## config.mk

```make
export PLATFORM = sky130hd
export DESIGN_NAME = spi_ctrl_regfile_flat
export DESIGN_NICKNAME = d
export VERILOG_FILES = /design/src/rtl/spi_ctrl_regfile_pkg.sv /design/src/rtl/spi_ctrl_regfile_if.sv /design/src/rtl/spi_sticky_status.sv /design/src/rtl/spi_ctrl_regfile.sv /design/src/flat_wrapper.sv
export SDC_FILE = /design/constraint.sdc
export NUM_CORES = 1
export LEC_CHECK = 0
export BUFFER_PORTS_ARGS = -buffer_cell sky130_fd_sc_hd__buf_2
export CAP_MARGIN = 20
export CELL_PAD_IN_SITES_DETAIL_PLACEMENT = 1
export CELL_PAD_IN_SITES_GLOBAL_PLACEMENT = 1
export CORE_UTILIZATION = 30
export DETAILED_ROUTE_END_ITERATION = 8
export GPL_TIMING_DRIVEN = 1
export MAX_ROUTING_LAYER = met4
export PLACE_DENSITY_LB_ADDON = 0.25
export SYNTH_ARGS = -nofsm -noshare
export SYNTH_HDL_FRONTEND = slang
export SYNTH_SLANG_ARGS = --single-unit
```

## constraint.sdc

```tcl
create_clock -name FX2_CLK -period 3 [get_ports FX2_CLK]
set_input_delay 0.6 -clock FX2_CLK [delete_from_list [all_inputs] [get_ports FX2_CLK]]
set_output_delay 0.6 -clock FX2_CLK [all_outputs]
set_load 0.01 [all_outputs]
```

## src/rtl/spi_ctrl_regfile_pkg.sv

```systemverilog
// Shared register map and transfer decode for the SPI control register bank.
package spi_regs_pkg;

  localparam int ADDR_W = 5;
  localparam int RD_BIT = 5;
  localparam int N_CTRL = 8;

  localparam logic [ADDR_W-1:0] ADDR_CTRL0  = 5'd1;
  localparam logic [ADDR_W-1:0] ADDR_CTRL1  = 5'd2;
  localparam logic [ADDR_W-1:0] ADDR_CTRL2  = 5'd3;
  localparam logic [ADDR_W-1:0] ADDR_CTRL3  = 5'd4;
  localparam logic [ADDR_W-1:0] ADDR_CTRL4  = 5'd5;
  localparam logic [ADDR_W-1:0] ADDR_CTRL5  = 5'd6;
  localparam logic [ADDR_W-1:0] ADDR_CTRL6  = 5'd7;
  localparam logic [ADDR_W-1:0] ADDR_CTRL7  = 5'd8;
  localparam logic [ADDR_W-1:0] ADDR_STATUS = 5'd9;

  typedef enum logic [1:0] {
    OP_NONE,
    OP_CTRL,
    OP_CLEAR,
    OP_BAD
  } op_e;

  // Read transfers never touch write-side state, whatever address they carry.
  function automatic op_e decode_op(input logic rd, input logic [ADDR_W-1:0] addr);
    if (rd)
      return OP_NONE;
    if (addr >= ADDR_CTRL0 && addr <= ADDR_CTRL7)
      return OP_CTRL;
    if (addr == ADDR_STATUS)
      return OP_CLEAR;
    return OP_BAD;
  endfunction

endpackage

```

## src/rtl/spi_ctrl_regfile_if.sv

```systemverilog
// Transfer bus from the Ozy GPIO SPI slave into the control register bank.
interface spi_ctrl_regfile_if #(
  parameter int WIDTH = 8
);
  logic [6:0]       saddr;
  logic [WIDTH-1:0] sdata;
  logic             sstrobe;

  modport master (output saddr, sdata, sstrobe);
  modport slave  (input  saddr, sdata, sstrobe);
endinterface

```

## src/rtl/spi_sticky_status.sv

```systemverilog
// Sticky event register: level events set bits, a write-1-to-clear mask
// clears them, and a set in the same cycle as a clear keeps the bit at 1.
module spi_sticky_status #(
  parameter int WIDTH = 8
) (
  input  logic             FX2_CLK,
  input  logic             FX2_RST_n,
  input  logic [WIDTH-1:0] event_in,
  input  logic [WIDTH-1:0] clr_mask,
  output logic [WIDTH-1:0] status
);

  logic [WIDTH-1:0] status_q;

  // NOTE: state registers use non-blocking assignments so every flop samples
  // the pre-edge values and the simulation order of processes cannot matter.
  always_ff @(posedge FX2_CLK or negedge FX2_RST_n) begin
    if (!FX2_RST_n)
      status_q <= '0;
    else
      status_q <= (status_q & ~clr_mask) | event_in;
  end

  assign status = status_q;

endmodule

```

## src/rtl/spi_ctrl_regfile.sv

```systemverilog
// Write-side register bank behind the SPI slave: capture stage, commit decode,
// eight control registers, sticky status, write counter and error flag.
module spi_ctrl_regfile
  import spi_regs_pkg::*;
#(
  parameter int               WIDTH    = 8,
  parameter logic [WIDTH-1:0] CTRL_RST = {WIDTH{1'b0}}
) (
  input  logic                FX2_CLK,
  input  logic                FX2_RST_n,
  spi_ctrl_regfile_if.slave   bus,
  input  logic [WIDTH-1:0]    event_in,
  output logic [WIDTH-1:0]    ctrl0,
  output logic [WIDTH-1:0]    ctrl1,
  output logic [WIDTH-1:0]    ctrl2,
  output logic [WIDTH-1:0]    ctrl3,
  output logic [WIDTH-1:0]    ctrl4,
  output logic [WIDTH-1:0]    ctrl5,
  output logic [WIDTH-1:0]    ctrl6,
  output logic [WIDTH-1:0]    ctrl7,
  output logic [N_CTRL-1:0]   wr_pulse,
  output logic [WIDTH-1:0]    status,
  output logic [WIDTH-1:0]    wr_count,
  output logic                err
);

  // Bit 6 of the slave address has no meaning on the write side.
  logic unused_saddr_msb;
  assign unused_saddr_msb = bus.saddr[6];

  logic              cap_vld;
  logic              cap_rd;
  logic [ADDR_W-1:0] cap_addr;
  logic [WIDTH-1:0]  cap_data;

  // Stage 1: sample the slave's address/data only in the strobe cycle.
  always_ff @(posedge FX2_CLK or negedge FX2_RST_n) begin
    if (!FX2_RST_n) begin
      cap_vld  <= 1'b0;
      cap_rd   <= 1'b0;
      cap_addr <= '0;
      cap_data <= '0;
    end else begin
      cap_vld <= bus.sstrobe;
      if (bus.sstrobe) begin
        cap_rd   <= bus.saddr[RD_BIT];
        cap_addr <= bus.saddr[ADDR_W-1:0];
        cap_data <= bus.sdata;
      end
    end
  end

  op_e              op;
  logic [2:0]       ctrl_idx;
  logic [WIDTH-1:0] clr_mask;

  // NOTE: every signal driven here gets a default first, so no path through
  // the block leaves a value held and no latch is inferred.
  always_comb begin
    op       = OP_NONE;
    ctrl_idx = 3'(cap_addr - ADDR_CTRL0);
    clr_mask = '0;
    if (cap_vld)
      op = decode_op(cap_rd, cap_addr);
    if (op == OP_CLEAR)
      clr_mask = cap_data;
  end

  logic [WIDTH-1:0]  ctrl_q [N_CTRL];
  logic [N_CTRL-1:0] wr_pulse_q;
  logic [WIDTH-1:0]  wr_count_q;
  logic              err_q;

  // Stage 2: commit the captured transfer one edge after capture.
  // NOTE: the control array is only eight registers wide and must come out of
  // reset at CTRL_RST, so it is reset like ordinary flops, not left as memory.
  always_ff @(posedge FX2_CLK or negedge FX2_RST_n) begin
    if (!FX2_RST_n) begin
      for (int i = 0; i < N_CTRL; i++)
        ctrl_q[i] <= CTRL_RST;
      wr_pulse_q <= '0;
      wr_count_q <= '0;
      err_q      <= 1'b0;
    end else begin
      wr_pulse_q <= '0;
      unique case (op)
        OP_CTRL: begin
          ctrl_q[ctrl_idx] <= cap_data;
          wr_pulse_q       <= N_CTRL'(1) << ctrl_idx;
          wr_count_q       <= wr_count_q + WIDTH'(1);
        end
        OP_CLEAR: wr_count_q <= wr_count_q + WIDTH'(1);
        OP_BAD:   err_q      <= 1'b1;
        default:  ;
      endcase
    end
  end

  spi_sticky_status #(
    .WIDTH (WIDTH)
  ) u_status (
    .FX2_CLK   (FX2_CLK),
    .FX2_RST_n (FX2_RST_n),
    .event_in  (event_in),
    .clr_mask  (clr_mask),
    .status    (status)
  );

  assign ctrl0    = ctrl_q[0];
  assign ctrl1    = ctrl_q[1];
  assign ctrl2    = ctrl_q[2];
  assign ctrl3    = ctrl_q[3];
  assign ctrl4    = ctrl_q[4];
  assign ctrl5    = ctrl_q[5];
  assign ctrl6    = ctrl_q[6];
  assign ctrl7    = ctrl_q[7];
  assign wr_pulse = wr_pulse_q;
  assign wr_count = wr_count_q;
  assign err      = err_q;

endmodule

```

## src/flat_wrapper.sv

```systemverilog
// flat-port wrapper written by rule: the top's interface ports become plain ports
module spi_ctrl_regfile_flat import spi_regs_pkg::*;
#(
  parameter int               WIDTH    = 8,
  parameter logic [WIDTH-1:0] CTRL_RST = {WIDTH{1'b0}}
)
  (FX2_CLK, FX2_RST_n, event_in, ctrl0, ctrl1, ctrl2, ctrl3, ctrl4, ctrl5, ctrl6, ctrl7, wr_pulse, status, wr_count, err, bus_saddr, bus_sdata, bus_sstrobe);
  spi_ctrl_regfile_if #(.WIDTH(WIDTH)) bus_i ();
  input  logic FX2_CLK;
  input  logic FX2_RST_n;
  input  logic [WIDTH-1:0] event_in;
  output logic [WIDTH-1:0] ctrl0;
  output logic [WIDTH-1:0] ctrl1;
  output logic [WIDTH-1:0] ctrl2;
  output logic [WIDTH-1:0] ctrl3;
  output logic [WIDTH-1:0] ctrl4;
  output logic [WIDTH-1:0] ctrl5;
  output logic [WIDTH-1:0] ctrl6;
  output logic [WIDTH-1:0] ctrl7;
  output logic [N_CTRL-1:0] wr_pulse;
  output logic [WIDTH-1:0] status;
  output logic [WIDTH-1:0] wr_count;
  output logic err;
  input wire logic [$bits(bus_i.saddr)-1:0] bus_saddr;
  input wire logic [$bits(bus_i.sdata)-1:0] bus_sdata;
  input wire logic [$bits(bus_i.sstrobe)-1:0] bus_sstrobe;
  assign bus_i.saddr = bus_saddr;
  assign bus_i.sdata = bus_sdata;
  assign bus_i.sstrobe = bus_sstrobe;
  spi_ctrl_regfile #(.WIDTH(WIDTH), .CTRL_RST(CTRL_RST)) u_core (.FX2_CLK(FX2_CLK), .FX2_RST_n(FX2_RST_n), .bus(bus_i), .event_in(event_in), .ctrl0(ctrl0), .ctrl1(ctrl1), .ctrl2(ctrl2), .ctrl3(ctrl3), .ctrl4(ctrl4), .ctrl5(ctrl5), .ctrl6(ctrl6), .ctrl7(ctrl7), .wr_pulse(wr_pulse), .status(status), .wr_count(wr_count), .err(err));
endmodule
```

==> summary.txt, run 1 <==
Setup path
  • CP Buf/Inv Count: 1
  • Data arrival, critical path: 2.91 ns
  • Top delay family on crit path: simple AND/OR/NAND/NOR gates
  • Worst Setup SP: u_core.cap_addr[1]
  • RR Endpoint: u_core.ctrl4[4]
  • Crit Path Class: register to register
  • Crit-path max FO: 8
  • R2r setup slk: about 0.34 ns
  • Crit end category: register
  • Crit-path cells: inv_1 > ha_1 > nand2b_1 > a21o_1 > o21ai_0 > ha_1 > nand3_1 > nor2_2 > mux2_2
  • Startpoint Class: register
  • R2r worst-path depth: 9
  • CP dominant cell by count: ha_1
  • Largest stage delay on the critical path: ~0.46 ns
  • CP max stage cell: nor2_2
  • R2r startpoint: u_core.cap_addr[1]
  • CP Data Required Time: between 3 and 4 ns

STA
  • Worst setup margin: roughly 0.34 ns
  • Fin crit share: 0.888
  • Final Hold Viols: 0
  • Rel. slew slack: 0.628
  • Setup violations, final: 0
  • Max Clock Skew: 0.00859 ns
  • Clock period minus worst slack: roughly 2.7 ns
  • RSZ-0062 raised after global routing: no
  • Max-slew violation count: 0
  • WHS: 0.231 ns
  • F_max: 0.376 GHz
  • Total negative setup slack: 0 ns
  • Worst slew pin tran: 0.555 ns

Final layout
  • Share of cells above drive strength 1: 0.548
  • N_diodes: 0
  • Fin area: 5160 um2
  • Commonest non-fill, non-tap cell in the layout: buf_2
  • Seq. cell area: 2600 um2
  • FILL cells: 1,438
  • Most frequent cells in the layout: buf_2 (112), dfrtp_1 (104), mux2_2 (77), nand2_1 (18), nor2_1 (10)
  • Multi-input gate area: 1440 um2
  • P&R area growth vs syn: 25.9%
  • Nets: ~430

Detailed routing
  • ANT nets after route: 0
  • WL per Instance: between 15 and 20 um
  • DRT Pass-1 Iters: 4
  • Number of remaining DRC errors: 0
  • Via count: 2,589
  • Number of DRC markers in iteration 0: 30
  • Post-Route WL: 9.54 mm
  • Routed vias/inst: 4.51

Synthesis
  • Yosys reg bits: 104
  • Top_reg_cell synth: dfrtp_1
  • Post-synth EDFFs: 0
  • Syn Inst Count: 280
  • Register area share after synthesis: 0.635
  • Synth Warn #: 0
  • Netlist cell types: 29
  • Avg Cell Area, Syn: 14.6 um2
  • Post-synth top area share: 0.635
  • Mapped Area: 4100 um2
  • Area contributors post-synth: dfrtp_1 (63%), mux2_2 (21%), ha_1 (2.7%)
  • Ys async rst share: 1.00
  • Biggest area consumer among synthesized cells: dfrtp_1
  • Synth Net Count: 315

Clock tree
  • CTS H-tree depth: 3
  • # clock sinks: 104
  • Worst-Skew Late Latency: about 0.36 ns
  • Postcts setup bufs: 0
  • CTS-repair resized insts: 0
  • CTS Hold Buffers Added: 0
  • TritonCTS Buffers: 9
  • Clock Pin Slew Worst Setup and Hold Paths: 0.08 ns
  • Clock buffer depth: 2
  • TritonCTS clock tree: yes
  • Root buffer cell: clkbuf_16

Placement
  • Placed cell area: 4870 um2
  • GP Congestion: 0.719
  • Final HPWL DP: 6.65 mm
  • Port buffer count: 113
  • Pre-CTS WS: around 0.17 ns

Floorplanning
  • Core area: 13,300 um2
  • Die area: 14,100 um2
  • Die width: 119 um
  • Initial core utilization: 0.308
  • Die height: 119 um
  • Row cnt: 42
  • IO Count: 115

Global routing
  • Vias in the first global route: 2,842
  • Initial antenna violation count: 0
  • First-pass GRT wire length: 15.5 mm
  • Largest net degree at the start of global routing: 64
  • Grt total ovfl: 0
  • GRT Util Overall: 0.154

Worst hold path
  • Tightest Hold Check Type: primary input to asynchronous set/reset pin

Flow run
  • Max-cap viol count: 0

Power and ir drop
  • Peak VDD IR: 402 uV
  • Leak pwr: 0.00246 uW
  • Pwr Density: 913 nW/um2

Status
  • Status: finished clean
## where the power goes
group          switching, uW  internal [uW]
combinational            667            712
sequential               300           1880
clock                    562            586
total                   1530           3180
## through the flow
step	utilization	power, uW	instances
floorplan	-	2920	280
global placement	0.366	3580	558
detailed placement	0.366	3620	558
CTS	0.388	4800	574
global route	0.388	5020	574
finish	0.388	4710	574
## metal layers
layer / global-route usage / part of all wire
met1: 0.181 / 0.42
met2: 0.249 / 0.51
met3: 0.0431 / 0.053
met4: 0.0641 / 0.017
met5: - / 0
## sequential cells by signal, indices dropped and copies added (netlist names), 8 cells and up
signal	cells
u_core.cap_data	8
u_core.ctrl0	8
u_core.ctrl1	8
u_core.ctrl2	8
u_core.ctrl3	8
u_core.ctrl4	8
u_core.ctrl5	8
u_core.ctrl6	8
u_core.ctrl7	8
u_core.u_status.status	8
u_core.wr_count	8
u_core.wr_pulse	8
## worst max-delay path by stage
stage	to	cells after the start
6_report	u_core.ctrl4[4]	9
5_1_grt	u_core.ctrl4[2]	9
2_1_floorplan	u_core.ctrl3[0]	11
4_1_cts	u_core.ctrl1[0]	9
3_5_place_dp	u_core.ctrl1[0]	9
3_3_place_gp	u_core.ctrl1[1]	9
## cells in the mapped netlist, types with 2 or more instances
library cell and number:
nand3_1 2, nor3_1 2, nand2_1 18, mux2_2 77
nand4b_1 2, clkbuf_1 13, nand2_2 2, inv_1 4
ha_1 9, nor2_2 4, nor2_1 10, a21o_1 9
xor2_1 2, o21ai_0 3, dfrtp_1 104, nand2b_1 2
xnor2_1 5
## kinds of logic (layout without fill, tap and decap cells)
group                      Yosys count  in the layout  synth area share
adders and majority gates            9              9            0.0275
AOI/OAI and AO/OA                   13             13            0.0220
xor gates and xnor gates             9              9            0.0229
DFF                                104            104             0.635
muxes                               77             77             0.212
buffers and inverters               17            135            0.0156
and+or+nand+nor                     51             51            0.0656
## cell type report
class                   instances  area share
multi-input cells             159       0.279
clock buffers                  10      0.0444
clock inverters                 6      0.0112
well taps                     176      0.0427
flip-flops and latches        104       0.504
inverters                       4     0.00291
repair buffers                115       0.115
Note: power is estimated with default switching activity, not from simulation.
==> run 2, diff against run 1 <==
- ABC_CLOCK_PERIOD_IN_PS: default -> 3450
- CTS_CLUSTER_DIAMETER: default -> 120
- clock period: 3 -> 3.45 ns (I/O delays scaled with it)
==> run 2 against run 1 <==
Effect of this change: total power fell by 12%; flip-flop and latch count did not move; fmax fell by 8.9%; sequential share of layout area fell by 0.13 points; wire length fell by 0.78%.
==> summary.txt, run 2 (synthesis gave the netlist of run 1 again) <==
Status
  • Status: finished clean (unchanged)

Global routing
  • Initial antenna violation count: 0 (unchanged)
  • GRT Util Overall: 0.151 (was 0.154)
  • Grt total ovfl: 0 (unchanged)
  • First-pass GRT wire length: 15.3 mm (was 15.5 mm)
  • Largest net degree at the start of global routing: 65 (was 64)
  • Vias in the first global route: 2,738 (was 2,842)

Clock tree
  • CTS-repair resized insts: 0 (unchanged)
  • Postcts setup bufs: 0 (unchanged)
  • # clock sinks: 104 (unchanged)
  • Root buffer cell: clkbuf_16 (unchanged)
  • TritonCTS Buffers: 9 (unchanged)
  • Clock Pin Slew Worst Setup and Hold Paths: 0.08 ns (about the same)
  • Clock buffer depth: 2 (unchanged)
  • Worst-Skew Late Latency: 0.36 ns (about the same)
  • CTS Hold Buffers Added: 0 (unchanged)
  • CTS H-tree depth: 3 (unchanged)
  • TritonCTS clock tree: yes (unchanged)

Setup path
  • R2r worst-path depth: 9 (unchanged)
  • Crit Path Class: register to register (unchanged)
  • R2r startpoint: u_core.cap_addr[0] (was u_core.cap_addr[1])
  • RR Endpoint: u_core.ctrl1[0] (was u_core.ctrl4[4])
  • Crit-path max FO: 9 (was 8)
  • Data arrival, critical path: 3.16 ns (was 2.91 ns)
  • Startpoint Class: register (unchanged)
  • Crit end category: register (unchanged)
  • R2r setup slk: 0.53 ns (was 0.34 ns)
  • CP Data Required Time: 3.69 ns (was 3.24 ns)

STA
  • Rel. slew slack: 0.529 (was 0.628)
  • Max-slew violation count: 0 (unchanged)
  • Total negative setup slack: 0 ns (unchanged)
  • Setup violations, final: 0 (unchanged)
  • Worst setup margin: 0.527 ns (was 0.337 ns)
  • F_max: 0.342 GHz (was 0.376 GHz)
  • Final Hold Viols: 0 (unchanged)
  • Max Clock Skew: 0.0106 ns (was 0.00859 ns)
  • Fin crit share: 0.847 (was 0.888)
  • Clock period minus worst slack: 2.92 ns (was 2.66 ns)
  • Worst slew pin tran: 0.703 ns (was 0.555 ns)
  • RSZ-0062 raised after global routing: no (unchanged)

Power and ir drop
  • Pwr Density: 798 nW/um2 (was 913 nW/um2)
  • Leak pwr: 0.00247 uW (was 0.00246 uW)
  • Peak VDD IR: 371 uV (was 402 uV)

Final layout
  • Seq. cell area: 2600 um2 (unchanged)
  • Share of cells above drive strength 1: 0.549 (was 0.548)
  • Multi-input gate area: 1430 um2 (was 1440 um2)
  • FILL cells: 1,427 (was 1,438)
  • Nets: 427 (was 428)
  • Most frequent cells in the layout: buf_2 (112), dfrtp_1 (104), mux2_2 (77), nand2_1 (18), nor2_1 (10) (unchanged)
  • P&R area growth vs syn: 26.2% (was 25.9%)
  • N_diodes: 0 (unchanged)
  • Post-Layout Cell Count: 573 (was 574)
  • Commonest non-fill, non-tap cell in the layout: buf_2 (unchanged)

Detailed routing
  • Routed vias/inst: 4.51 (about the same)
  • Number of remaining DRC errors: 0 (unchanged)
  • DRT Pass-1 Iters: 4 (unchanged)
  • WL per Instance: 16.5 um (was 16.6 um)
  • Via count: 2,582 (was 2,589)
  • ANT nets after route: 0 (unchanged)
  • Number of DRC markers in iteration 0: 68 (was 30)
  • Post-Route WL: 9.46 mm (was 9.54 mm)

Floorplanning
  • IO Count: 115 (unchanged)
  • Die area: 14,100 um2 (unchanged)
  • Core area: 13,300 um2 (unchanged)
  • Die width: 119 um (unchanged)
  • Initial core utilization: 0.308 (unchanged)
  • Row cnt: 42 (unchanged)
  • Die height: 119 um (unchanged)

Placement
  • Pre-CTS WS: 0.484 ns (was 0.170 ns)
  • GP Congestion: 0.717 (was 0.719)
  • Port buffer count: 113 (unchanged)
  • Final HPWL DP: 6.69 mm (was 6.65 mm)
  • Placed cells: 557 (was 558)

Flow run
  • Max-cap viol count: 0 (unchanged)

Worst hold path
  • Tightest Hold Check Type: primary input to asynchronous set/reset pin (unchanged)
[run 2: per-layer routing]
metal,GRT usage,vias to the layer above,part of all wire
li1,-,1179,-
met1,0.173,1326,0.43
met2,0.245,71,0.50
met3,0.0603,6,0.061
met4,0.0451,0,0.0093
met5,-,-,0
[run 2: how the worst max path moves through the flow]
| stage | startpoint | end | slack [ns] | depth (start not counted) |
|---|---|---|---|---|
| after floorplan | u_core.cap_addr[0] | u_core.ctrl3[0] | 0.78 | 11 |
| after global placement | u_core.cap_addr[0] | u_core.ctrl1[7] | 0.57 | 9 |
| after detailed placement | u_core.cap_addr[0] | u_core.ctrl1[0] | 0.48 | 9 |
| after CTS | u_core.cap_addr[0] | u_core.ctrl1[0] | 0.49 | 9 |
| after global routing | u_core.cap_addr[0] | u_core.ctrl1[0] | 0.25 | 9 |
| final | u_core.cap_addr[0] | u_core.ctrl1[0] | 0.53 | 9 |
[run 2: layout make-up]
class | count | area share
Multi-Input combinational cell | 159 | 0.277
Clock buffer | 9 | 0.0435
Inverter | 4 | 0.00290
Tap cell | 176 | 0.0426
Clock inverter | 7 | 0.0172
Timing Repair Buffer | 114 | 0.114
Sequential cell | 104 | 0.503
[run 2: per-stage QoR]
step | util | power (uW) | area [um2] | hold WS [ns]
after floorplan | - | 2540 | 4100 | 0.394
after global placement | 0.365 | 3110 | 4860 | 0.451
after detailed placement | 0.365 | 3150 | 4860 | 0.455
after CTS | 0.389 | 4210 | 5170 | 0.321
after global routing | 0.389 | 4390 | 5170 | 0.342
final | 0.389 | 4130 | 5170 | 0.306
[run 2: report_power, final]
group | total [uW] | switching, uW | internal (uW)
combinational | 1190 | 577 | 618
sequential | 1900 | 261 | 1640
clock | 1040 | 515 | 521
total | 4130 | 1350 | 2770
[run 2: critical path, cell delays in order, from the launching register on]
cell	delay [ns]
dfrtp_1	0.51
inv_1	0.18
ha_1	0.23
nand2b_1	0.07
a21o_1	0.18
o21ai_0	0.15
ha_1	0.34
nand2_1	0.16
nor3_2	0.56
mux2_2	0.41
